## config.mk

```make
export PLATFORM = sky130hd
export DESIGN_NAME = hex_display_driver_flat
export DESIGN_NICKNAME = d
export VERILOG_FILES = /design/src/rtl/hex_display_driver_if.sv /design/src/rtl/hex_display_driver.sv /design/src/flat_wrapper.sv
export SDC_FILE = /design/constraint.sdc
export NUM_CORES = 1
export LEC_CHECK = 0
export ABC_AREA = 0
export CAP_MARGIN = 10
export CORE_UTILIZATION = 40
export DETAILED_ROUTE_END_ITERATION = 10
export GPL_ROUTABILITY_DRIVEN = 0
export HOLD_SLACK_MARGIN = 0.12
export PLACE_DENSITY = 0.6
export SYNTH_ARGS = -nofsm -noshare
export SYNTH_HDL_FRONTEND = slang
export SYNTH_SLANG_ARGS = --single-unit
```

## constraint.sdc

```tcl
create_clock -name clk -period 4.6 [get_ports clk]
set_input_delay 1.15 -clock clk [delete_from_list [all_inputs] [get_ports clk]]
set_output_delay 1.15 -clock clk [all_outputs]
set_load 0.01 [all_outputs]
```

## src/rtl/hex_display_driver_if.sv

```systemverilog
// CPU-facing bundle of the hex display driver: value/load from the gpio_out
// write path, multiplexed segment/anode drive and status back.
interface hex_display_driver_if;
    logic [31:0] value;
    logic        load;
    logic [6:0]  seg_n;
    logic        dp_n;
    logic [7:0]  an_n;
    logic        frame_done;
    logic        pending;

    modport master (
        output value, load,
        input  seg_n, dp_n, an_n, frame_done, pending
    );

    modport slave (
        input  value, load,
        output seg_n, dp_n, an_n, frame_done, pending
    );
endinterface

```

## src/rtl/hex_display_driver.sv

```systemverilog
// 8-digit multiplexed 7-segment driver with a tear-free shadow register and
// anti-ghost blanking. Optional macro LEADING_ZERO_BLANK_EN hides leading zeros.
module hex_display_driver #(
    parameter int SCAN_DIV  = 50000,
    parameter int BLANK_CYC = 4
) (
    input logic                  clk,
    input logic                  rst,
    hex_display_driver_if.slave  bus
);
    localparam int PW = (SCAN_DIV > 1) ? $clog2(SCAN_DIV) : 1;

    logic [PW-1:0] presc_q;
    logic [2:0]    idx_q;
    logic [31:0]   disp_q;
    logic [31:0]   pend_q;
    logic          pending_q;
    logic          frame_done_q;
    logic [7:0]    an_n_q, an_n_d;
    logic [6:0]    seg_n_q, seg_n_d;

    logic          tick;
    logic          wrap;
    logic          blank;
    logic          digit_on;
    logic [3:0]    nibble;

    function automatic logic [6:0] hex_glyph(input logic [3:0] n);
        logic [6:0] g;
        case (n)
            4'h0: g = 7'h40;
            4'h1: g = 7'h79;
            4'h2: g = 7'h24;
            4'h3: g = 7'h30;
            4'h4: g = 7'h19;
            4'h5: g = 7'h12;
            4'h6: g = 7'h02;
            4'h7: g = 7'h78;
            4'h8: g = 7'h00;
            4'h9: g = 7'h10;
            4'hA: g = 7'h08;
            4'hB: g = 7'h03;
            4'hC: g = 7'h46;
            4'hD: g = 7'h21;
            4'hE: g = 7'h06;
            default: g = 7'h0E;
        endcase
        return g;
    endfunction

`ifdef LEADING_ZERO_BLANK_EN
    // Highest nonzero nibble; 0 when the word is zero so digit 0 always shows.
    function automatic logic [2:0] top_digit(input logic [31:0] w);
        logic [2:0] t;
        t = 3'd0;
        for (int i = 1; i < 8; i++) begin
            if (w[4*i +: 4] != 4'h0) t = 3'(i);
        end
        return t;
    endfunction
`endif

    assign tick   = (presc_q == PW'(SCAN_DIV - 1));
    assign wrap   = tick && (idx_q == 3'd7);
    assign blank  = (presc_q < PW'(BLANK_CYC));
    assign nibble = disp_q[{idx_q, 2'b00} +: 4];

`ifdef LEADING_ZERO_BLANK_EN
    assign digit_on = (idx_q <= top_digit(disp_q));
`else
    assign digit_on = 1'b1;
`endif

    always_comb begin
        an_n_d  = (blank || !digit_on) ? 8'hFF : ~(8'h01 << idx_q);
        seg_n_d = hex_glyph(nibble);
    end

    // disp only moves at the frame wrap, so a frame never mixes two values;
    // a load in the wrap cycle lands in pend after the old pend is committed.
    always_ff @(posedge clk or posedge rst) begin
        if (rst) begin
            presc_q      <= '0;
            idx_q        <= 3'd0;
            disp_q       <= 32'h0;
            pend_q       <= 32'h0;
            pending_q    <= 1'b0;
            frame_done_q <= 1'b0;
            an_n_q       <= 8'hFF;
            seg_n_q      <= 7'h7F;
        end else begin
            presc_q      <= tick ? '0 : presc_q + PW'(1);
            if (tick) idx_q <= idx_q + 3'd1;
            frame_done_q <= wrap;
            if (wrap && pending_q) disp_q <= pend_q;
            if (bus.load) pend_q <= bus.value;
            if (bus.load)      pending_q <= 1'b1;
            else if (wrap)     pending_q <= 1'b0;
            an_n_q       <= an_n_d;
            seg_n_q      <= seg_n_d;
        end
    end

    assign bus.seg_n      = seg_n_q;
    assign bus.an_n       = an_n_q;
    assign bus.dp_n       = 1'b1;
    assign bus.frame_done = frame_done_q;
    assign bus.pending    = pending_q;
endmodule

```

## src/flat_wrapper.sv

```systemverilog
// flat-port wrapper written by rule: the top's interface ports become plain ports
module hex_display_driver_flat 
#(
    parameter int SCAN_DIV  = 50000,
    parameter int BLANK_CYC = 4
)
  (clk, rst, bus_value, bus_load, bus_seg_n, bus_dp_n, bus_an_n, bus_frame_done, bus_pending);
  hex_display_driver_if bus_i ();
  input logic clk;
  input logic rst;
  input wire logic [$bits(bus_i.value)-1:0] bus_value;
  input wire logic [$bits(bus_i.load)-1:0] bus_load;
  output wire logic [$bits(bus_i.seg_n)-1:0] bus_seg_n;
  output wire logic [$bits(bus_i.dp_n)-1:0] bus_dp_n;
  output wire logic [$bits(bus_i.an_n)-1:0] bus_an_n;
  output wire logic [$bits(bus_i.frame_done)-1:0] bus_frame_done;
  output wire logic [$bits(bus_i.pending)-1:0] bus_pending;
  assign bus_i.value = bus_value;
  assign bus_i.load = bus_load;
  assign bus_seg_n = bus_i.seg_n;
  assign bus_dp_n = bus_i.dp_n;
  assign bus_an_n = bus_i.an_n;
  assign bus_frame_done = bus_i.frame_done;
  assign bus_pending = bus_i.pending;
  hex_display_driver #(.SCAN_DIV(SCAN_DIV), .BLANK_CYC(BLANK_CYC)) u_core (.clk(clk), .rst(rst), .bus(bus_i));
endmodule
```

# Yosys cells after proc, flatten, opt, wreduce, memory -nomap -nowiden
# Memory sizes are Yosys's and may differ from the RTL's. A register that Yosys moved wholly into a read port is not among the register bits.
# Index checks and enable logic that the tools add are counted.
[classes] add_sub_neg=2 n_lt_le_gt_ge=1 n_eq_ne=2 shift=2 muxes=4 bitwise=1 reduce_logical=3
[ops] operator="$shiftx 32x6->4" n=1
[ops] operator="$add 16x1->16 const B" n=1
[ops] operator="$eq 16x16->1 const B" n=1
[ops] operator="$lt 16x3->1 const B" n=1
[ops] operator="$mux 16" n=1
[ops] operator="$mux 8" n=1
[ops] operator="$not 8->8" n=1
[ops] operator="$shl 1x3->8 const A" n=1
[ops] operator="$add 3x1->3 const B" n=1
[ops] operator="$eq 3x3->1 const B" n=1
[ops] operator="$logic_and 1x1->1" n=2
[ops] operator="$mux 1" n=2
[ops] operator="$reduce_bool 2->1" n=1
[word_totals] ff_bits=93 rom_bits=112 in_bits=35 out_inout_bits=18 elab_cells=23 n_memories=1
[memory_table] name="(name not given)" depth=16 word_bits=7 rd=1 rd_clocked_by_memory_dff=1 write_ports=0 line_no="hex_display_driver.sv:30" text="case (n)"

# Logic depth before layout (Yosys ltp)
# Gate-level depths: netlist of the first run.
[depth] word_depth=4 mapped_depth=9 mapped_depth_nobuf=8

# Least setup slack after synthesis of the first run
# Ideal clock, no wire load.
[synth_timing] kind="register to register" start="register u_core.idx_q[0]" end="register u_core.seg_n_q[3] (netlist: u_core.bus.seg_n[3])" setup_time_ns=0.077 arrival_time_ns=2.146 required_ns=4.523 setup_slack_ns=2.377 stages_incl_launch_ff=10 path_buffers=1 period_less_slack_ns=2.223 cell_sequence="dfrtp_1 -> buf_2 -> mux4_2 -> mux2i_1 -> inv_1 -> ha_1 -> inv_1 -> nor2_1 -> nand3b_1 -> o21a_1"
[synth_via] elab_chain_cells=1
[synth_lines] element="start, declared" line_no="hex_display_driver.sv:14" text="logic [2:0] idx_q;"
[synth_lines] element="start signal, assigned" line_no="hex_display_driver.sv:93" text="if (tick) idx_q <= idx_q + 3'd1;"
[synth_lines] element="$shiftx 32x6->4" line_no="hex_display_driver.sv:66" text="assign nibble = disp_q[{idx_q, 2'b00} +: 4];"
[synth_lines] element="end, declared" line_no="hex_display_driver.sv:20" text="logic [6:0] seg_n_q, seg_n_d;"
# Every way passes these cells.
# A chain may end at the register's enable or synchronous reset.

# Worst setup path after layout of the first run
# Same ends and word-level chain as after synthesis.

==> results.cfg, run 1 <==
[global_routing]
grt_max_degree = 59
grt_pass1_wl_mm = 12.91
grt-ovfl-total = 0
antenna_found_initial = 0
grt_usage_pct = 14.68
first_global_vias = 2476

[timing]
finalHoldViolCount = 0
clock-skew-final_ps = 16.29
timing.final.crit_share_pct = 59.63
setup_slack_ps = 1857
relSlewSlack_pct = 42.91
tightest_slew_ps = 832.5
fmax_ghz = 0.3646
rsz0062_at_grt = false
tns_ps = 0
drv_slew = 0
setup_violations = 0
fin_crit_ps = 2743

[logic_synthesis]
synth-main-ff-cell = dfrtp_1
synth.net_count = 355
synthDistinctLibCells = 43
ys_seq_elements = 100
netlist.area_leader.share_pct = 47.70
async_flop_share_pct = 100.0
synth_edf_count = 0
synth_commonest_cells = 85 x dfrtp_1, 35 x mux2_2, 30 x mux2_4
synth_top_area_cell = dfrtp_1
synthesis.area_um2 = 4459
synthCells = 308
syn_area_per_cell_um2 = 14.48
ys_seq_area_share_pct = 56.54
synth_most_common_cell = dfrtp_1
synth_area_leaders = dfrtp_1 48%, mux2_4 10%, dfstp_2 8.8%, mux2_2 8.8%, mux4_2 4.0%
yosys_warnings = 0

[critical_path]
cp-start-kind = flip-flop
cp_slowest_cell = dfrtp_1
path_cells = mux4_2, mux2i_1, inv_1, ha_1, inv_1, nor2_1, nand3b_1, o21a_1
path_max_fanout = 11
cp_data_required_time_ps = 4900
cp_common_cell = inv_1
cp.arrival_ps = 3040
critical_path_class = flip-flop to flip-flop
worstSetupEndpointType = flip-flop
cpPeakStageDelay_ps = 760

[detailed_routing]
ant_nets = 0
drtIter0Drc = 102
wl_mm = 7.518
routed-via-count = 2470
drc = 0
first_pass_iters = 6
wl_per_cell_um = 14.89
vias_per_cell = 4.891

[placement]
place_hpwl_mm = 5.304
numPortBuffers = 51
dp_worst_setup_slack_ps = 1845

[clocking]
cts_hold_buf = 0
cts-resized-gates = 0
cts_root_buf = clkbuf_8
cts_buffer_depth = 2
clock-sinks = 100
numCtsBuffers = 9
cts_tree = yes
h-tree-depth = 3
postCtsSetupRepairBufs = 0
clock_latency_ps = 360
clkSlewWorstSetupHoldPaths_ps = 100

[power_and_ir_drop]
switchingPower_uw = 366.6
clkPwrFrac_pct = 34.9
vdd_ir_drop_max_v = 0.0001990
internal-power_uw = 1182
comb_power_share_pct = 5.5
p_leak_uw = 0.002431
p_sw_share_pct = 23.67
powerDensity_nw_per_um2 = 293.2
seq_power_share_pct = 59.6

[floorplan]
core_um2 = 10840
die_w_um = 107.6
placementRows = 38
pin_count = 53
start_util_pct = 41.14
die_h_um = 107.6
fp.dieArea_um2 = 11570

[layout]
fin_nets = 407
antenna_cells = 0
drive_gt1_share_pct = 31.23
areaGrowthSynthToFinish_pct = 18.46
fillers = 980

[job]
drv_cap = 0

[run_status]
status = completed

[worst_hold_path]
hp-class = flip-flop to flip-flop
[sequential cells by signal (all words and copies together) (netlist names)]
register and cells:
u_core.disp_q 32, u_core.pend_q 32, u_core.presc_q 16, u_core.bus.an_n 8, u_core.bus.seg_n 7, u_core.idx_q 3
u_core.bus.frame_done 1, u_core.bus.pending 1
[through the flow]
| step | util, % | cell area, µm² | power, µW | hold WS [ps] | cells |
|---|---|---|---|---|---|
| 2_1_floorplan | - | 4459 | 982.5 | 425.1 | 308 |
| 3_3_place_gp | 46.96 | 5091 | 1026 | 444.3 | 489 |
| 3_5_place_dp | 46.96 | 5091 | 1029 | 449.1 | 489 |
| 4_1_cts | 48.73 | 5283 | 1576 | 461.6 | 505 |
| 5_1_grt | 48.73 | 5283 | 1619 | 482.5 | 505 |
| 6_report | 48.73 | 5283 | 1549 | 458.2 | 505 |
[routing by layer]
| metal | GRT usage [%] | wire (µm) | share of wire [%] |
|---|---|---|---|
| met5 | 0 | 0 | 0 |
| met4 | 3.523 | 68 | 0.90 |
| met3 | 4.177 | 303 | 4.0 |
| met2 | 22.99 | 3655 | 49 |
| met1 | 20.10 | 3491 | 46 |
[final cells by class]
| type | count | area (µm²) | area share (%) |
|---|---|---|---|
| multi-input combinational | 182 | 1810 | 34.27 |
| clock buffer | 10 | 137.6 | 2.605 |
| inverter | 13 | 51.30 | 0.9711 |
| timing repair buffer | 54 | 533.0 | 10.09 |
| clock inverter | 6 | 53.80 | 1.018 |
| tap | 140 | 175.2 | 3.316 |
| sequential | 100 | 2521 | 47.73 |
[final timing paths]
path / slack [ps] / cells past startpoint / to / startpoint
setup / recovery: 1860 / 8 / u_core.bus.seg_n[3]$_DFF_PP1_ / u_core.idx_q[0]$_DFFE_PP0N_
hold / removal: 460 / 1 / u_core.presc_q[0]$_DFF_PP0_ / u_core.presc_q[0]$_DFF_PP0_
setup reg to reg: 1860 / 8 / u_core.bus.seg_n[3]$_DFF_PP1_ / u_core.idx_q[0]$_DFFE_PP0N_
hold reg to reg: 460 / 1 / u_core.presc_q[0]$_DFF_PP0_ / u_core.presc_q[0]$_DFF_PP0_
max in group asynchronous: 2510 / 3 / u_core.bus.an_n[5]$_DFF_PP1_ / rst
min in group asynchronous: 1240 / 2 / u_core.pend_q[21]$_DFFE_PP0P_ / rst
[logic make-up after synthesis]
family,synth area share (%)
flops,56.54
mux,24.78
simple gates,7.380
buf+inv,2.862
compound gates,2.441
xor+xnor,2.553
fa+ha+maj,3.367
other cells,0.08409
[power groups by stage]
stage	sequential [µW]	clock, µW	combinational, µW
global route	927	597	94.7
detailed placement	941	0	88.1
CTS	924	563	88.2
finish	923	540	85.3
global placement	940	0	85.7
floorplan	934	0	48.7
[layout by cell type, fill, tap and decap left out, types with 2 or more instances in the layout]
cell type / count
mux4_2: 8
nand2_1: 13
inv_1: 11
dfstp_2: 15
and4_1: 2
xnor2_1: 7
nor2_1: 12
xor2_1: 6
a22o_1: 3
mux2_2: 35
nor3_1: 5
clkdlybuf4s50_1: 51
inv_6: 3
o21ai_0: 5
nand4_1: 3
mux2i_1: 8
clkbuf_8: 10
and2_1: 2
nand3b_1: 2
mux2_4: 30
nand3_1: 10
and3_1: 2
buf_4: 3
dfrtp_1: 85
ha_1: 12
[worst max-delay path: cells and delay by family, from the launching register on]
| kind | cells | cell delay, ps |
|---|---|---|
| and+or+nand+nor | 2 | 260 |
| adders and majority gates | 1 | 250 |
| muxes | 2 | 1080 |
| DFF | 1 | 760 |
| buffers and inverters | 2 | 220 |
| AOI/OAI and AO/OA | 1 | 110 |
Power figures use the tool's default switching activity.
==> run 2, diff against run 1 <==
clock period = 2.75 ns   (was 4.6 ns; I/O delays follow)
==> run 2 against run 1 <==
Effect of this change:
- first-iteration DRC count decreased by 53%
- critical path type unchanged
- sequential power increased by 68%
- largest cell class unchanged
- cell area increased by 1.1%
==> results.cfg, run 2 (same netlist as run 1, synthesis figures left out) <==
[placement]
numPortBuffers = 51
dp_worst_setup_slack_ps = 436.3
dpl_cell_area_um2 = 5170
placed_cells = 496
place_hpwl_mm = 5.358

[critical_path]
timing.rr.end = u_core.disp_q[28]$_DFFE_PP0P_
timing.rr.start = u_core.presc_q[10]$_DFF_PP0_
cpPeakStageDelay_ps = 560
critical_path_class = flip-flop to flip-flop
reg2reg_slack_ps = 400
cp_slowest_cell = or4_4
path_cells = or4_4, nor4_4, and2_4, nand3_4, buf_12, mux2_4
cp.arrival_ps = 2610
cp_data_required_time_ps = 3010
cp-start-kind = flip-flop
path_max_fanout = 21
worstSetupEndpointType = flip-flop
critPathBufInv = 1
worst_r2r_path_depth = 6
crit_family = simple AND/OR/NAND/NOR gates

[run_status]
status = completed

[floorplan]
placementRows = 38
start_util_pct = 41.14
pin_count = 53
die_w_um = 107.6
core_um2 = 10840
die_h_um = 107.6
fp.dieArea_um2 = 11570

[power_and_ir_drop]
powerDensity_nw_per_um2 = 473.5
clkPwrFrac_pct = 33.2
comb_power_share_pct = 5.6
p_leak_uw = 0.002459
seq_power_share_pct = 61.1
p_sw_share_pct = 23.32
internal-power_uw = 1940
switchingPower_uw = 590.0
vdd_ir_drop_max_v = 0.0003133

[timing]
setup_slack_ps = 398.3
clock-skew-final_ps = 12.32
hold_slack_ps = 467.1
fmax_ghz = 0.4252
tns_ps = 0
tightest_slew_ps = 516.8
timing.final.crit_share_pct = 85.52
rsz0062_at_grt = false
finalHoldViolCount = 0
drv_slew = 0
setup_violations = 0
relSlewSlack_pct = 65.55
fin_crit_ps = 2352

[global_routing]
first_global_vias = 2624
grt-ovfl-total = 0
antenna_found_initial = 0
grt_pass1_wl_mm = 12.70
grt_max_degree = 101
grt_usage_pct = 14.78

[clocking]
clock_latency_ps = 370
cts_hold_buf = 0
cts_root_buf = clkbuf_8
clkSlewWorstSetupHoldPaths_ps = 90
cts_buffer_depth = 2
cts_tree = yes
numCtsBuffers = 9
cts-resized-gates = 0
clock-sinks = 100
h-tree-depth = 3
postCtsSetupRepairBufs = 0

[layout]
ff_latch_area_um2 = 2521
areaGrowthSynthToFinish_pct = 19.81
multi_input_area_um2 = 1810
stdcell_area_um2 = 5343
final_cells = 511
drive_gt1_share_pct = 32.35
final_common_cell = dfrtp_1
fillers = 975
antenna_cells = 0
reg_top3 = u_core.disp_q (32), u_core.pend_q (32), u_core.presc_q (16)
final_cell_mix = 85 x dfrtp_1, 51 x clkdlybuf4s50_1, 35 x mux2_2, 30 x mux2_4, 15 x dfstp_2
fin_nets = 414

[detailed_routing]
wl_mm = 7.655
vias_per_cell = 4.933
wl_per_cell_um = 14.98
wl_met2_mm = 3.795
routed-via-count = 2521
wl_met3_um = 300
m1WireLength_mm = 3.406
ant_nets = 0
highest_layer = met4
drtIter0Drc = 48
first_pass_iters = 6
drc = 0

[job]
drv_cap = 0

[worst_hold_path]
hp-class = flip-flop to flip-flop
holdPathStages = 1
min_from = u_core.presc_q[0]$_DFF_PP0_
worstHoldEndpoint = u_core.presc_q[0]$_DFF_PP0_
## run 2: area by class of cell
cell class	count	share of cell area, %
Timing Repair Buffer	61	11.43
Clock inverter	6	0.9133
Clock buffer	9	2.319
Tap cell	140	3.279
Multi-Input combinational cell	182	33.89
Sequential cell	100	47.19
Inverter	13	0.9836
## run 2: how the worst max path moves through the flow
stage | cells past startpoint | end | slack, ps | from
global route | 6 | u_core.disp_q[15]$_DFFE_PP0P_ | 290 | u_core.presc_q[10]$_DFF_PP0_
CTS | 6 | u_core.disp_q[28]$_DFFE_PP0P_ | 410 | u_core.presc_q[10]$_DFF_PP0_
finish | 6 | u_core.disp_q[28]$_DFFE_PP0P_ | 400 | u_core.presc_q[10]$_DFF_PP0_
global placement | 6 | u_core.disp_q[8]$_DFFE_PP0P_ | 460 | u_core.presc_q[10]$_DFF_PP0_
detailed placement | 6 | u_core.disp_q[28]$_DFFE_PP0P_ | 440 | u_core.presc_q[10]$_DFF_PP0_
floorplan | 9 | u_core.bus.seg_n[3]$_DFF_PP1_ | 530 | u_core.idx_q[0]$_DFFE_PP0N_
## run 2: power groups by stage
stage	logic (µW)	registers, µW	clock network (µW)
after floorplan	81.8	1560	0
after global placement	144	1580	0
after detailed placement	148	1580	0
after CTS	148	1550	879
after global routing	157	1550	930
final	142	1550	841
## run 2: per-layer routing
metal  vias up  GRT usage, %
met1      1278         17.60
met3        11         4.964
met2        45         24.82
met4         0         5.284
met5         -             0
li1       1187             -
## run 2: stage by stage
step	util, %	power [µW]
finish	49.28	2530
global route	49.28	2641
CTS	49.28	2574
detailed placement	47.69	1724
global placement	47.69	1720
floorplan	-	1644
==> run 3, diff against run 2 <==
CORE_ASPECT_RATIO = 1.5   (was not set)
SLEW_MARGIN = 20   (was not set)
==> run 3 against run 2 <==
Effect of this change:
- register-to-register slack improved by 20 ps
- first-iteration DRC count rose by 65%
- sequential power barely moved
- critical path type unchanged
- critical endpoint is now u_core.bus.seg_n[5]$_DFF_PP1_
- largest power group unchanged
==> results.cfg, run 3 (same netlist as run 1, synthesis figures left out) <==
[critical_path]
worstSetupEndpointType = flip-flop
cp.arrival_ps = 2610
cpPeakStageDelay_ps = 710
critical_path_class = flip-flop to flip-flop
cp_slowest_cell = dfrtp_1
path_cells = mux4_2, mux2i_1, buf_4, inv_1, ha_1, inv_1, mux2i_1, a22o_1
cp-start-kind = flip-flop
cp_data_required_time_ps = 3020
path_max_fanout = 11

[timing]
tns_ps = 0
fin_crit_ps = 2334
hold_slack_ps = 451.9
tightest_slew_ps = 580.6
fmax_ghz = 0.4284
rsz0062_at_grt = false
setup_violations = 0
clock-skew-final_ps = 8.447
relSlewSlack_pct = 61.29
timing.final.crit_share_pct = 84.89
finalHoldViolCount = 0
drv_slew = 0

[floorplan]
fp.dieArea_um2 = 11580
die_h_um = 131.3
start_util_pct = 41.65
core_um2 = 10710
die_w_um = 88.21
pin_count = 53
placementRows = 46

[layout]
final_cell_mix = 85 x dfrtp_1, 51 x clkdlybuf4s50_1, 35 x mux2_2, 30 x mux2_4, 15 x dfstp_2
drive_gt1_share_pct = 32.26
final_common_cell = dfrtp_1
final_cells = 516
fin_nets = 414
fillers = 945
antenna_cells = 0
areaGrowthSynthToFinish_pct = 23.63
reg_top3 = u_core.disp_q (32), u_core.pend_q (32), u_core.presc_q (16)

[detailed_routing]
drc = 0
first_pass_iters = 5
ant_nets = 0
routed-via-count = 2525
wl_mm = 7.712
wl_per_cell_um = 14.95
drtIter0Drc = 79
vias_per_cell = 4.893

[clocking]
cts-resized-gates = 0
clock_latency_ps = 340
h-tree-depth = 3
cts_buffer_depth = 2
clock-sinks = 100
postCtsSetupRepairBufs = 0
cts_hold_buf = 0
cts_tree = yes
numCtsBuffers = 9
cts_root_buf = clkbuf_16
clkSlewWorstSetupHoldPaths_ps = 60

[placement]
place_hpwl_mm = 5.620
numPortBuffers = 51
placed_cells = 500

[power_and_ir_drop]
p_leak_uw = 0.002535
powerDensity_nw_per_um2 = 558.9
vdd_ir_drop_max_v = 0.0003570
power_uw = 3081

[worst_hold_path]
hp-class = flip-flop to flip-flop

[job]
drv_cap = 0

[run_status]
status = completed

[global_routing]
first_global_vias = 2656
grt_usage_pct = 15.08
grt_max_degree = 38
grt_pass1_wl_mm = 13.23
antenna_found_initial = 0
grt-ovfl-total = 0
## run 3: worst paths after layout
path | start | endpoint | slack [ps] | cells past startpoint
max | u_core.idx_q[0]$_DFFE_PP0N_ | u_core.bus.seg_n[5]$_DFF_PP1_ | 420 | 8
min reg2reg | u_core.presc_q[0]$_DFF_PP0_ | u_core.presc_q[0]$_DFF_PP0_ | 450 | 1
max reg2reg | u_core.idx_q[0]$_DFFE_PP0N_ | u_core.bus.seg_n[5]$_DFF_PP1_ | 420 | 8
min in group asynchronous | rst | u_core.presc_q[7]$_DFF_PP0_ | 720 | 2
max in group asynchronous | rst | u_core.bus.seg_n[4]$_DFF_PP1_ | 1380 | 3
min | u_core.presc_q[0]$_DFF_PP0_ | u_core.presc_q[0]$_DFF_PP0_ | 450 | 1
## run 3: final cells by class
| class | count | area (µm²) | share of cell area [%] |
|---|---|---|---|
| well taps | 144 | 180.2 | 3.268 |
| inverters | 13 | 52.55 | 0.9532 |
| clock buffers | 13 | 270.3 | 4.902 |
| clock inverters | 3 | 67.56 | 1.226 |
| repair buffers | 61 | 610.6 | 11.08 |
| multi-input cells | 182 | 1810 | 32.84 |
| flip-flops and latches | 100 | 2521 | 45.73 |
## run 3: critical path, delay by kind of cell, from the launching register on
family	cells	cell delay [ps]
mux	3	820
flops	1	710
buf+inv	3	300
compound gates	1	240
fa+ha+maj	1	190
## run 3: per-layer routing
metal	global-route usage (%)	up-vias	part of all wire (%)
li1	-	1196	-
met1	17.92	1257	42
met4	5.914	0	2.0
met3	3.957	15	3.1
met5	0	-	0
met2	25.47	57	53
## run 3: where the power goes
part	leakage (µW)	internal (µW)	switching, µW
Clock	0.000162	872	515
Combinational	0.00112	92.7	55.3
Sequential	0.00125	1520	27.1
## run 3: metrics by stage
step / setup slack (ps) / instance area (µm²) / util [%]
final: 415.6 / 5513 / 51.50
after global routing: 187.1 / 5513 / 51.50
after CTS: 368.6 / 5513 / 51.50
after detailed placement: 361.5 / 5175 / 48.34
after global placement: 438.6 / 5175 / 48.34
after floorplan: 527.0 / 4463 / -
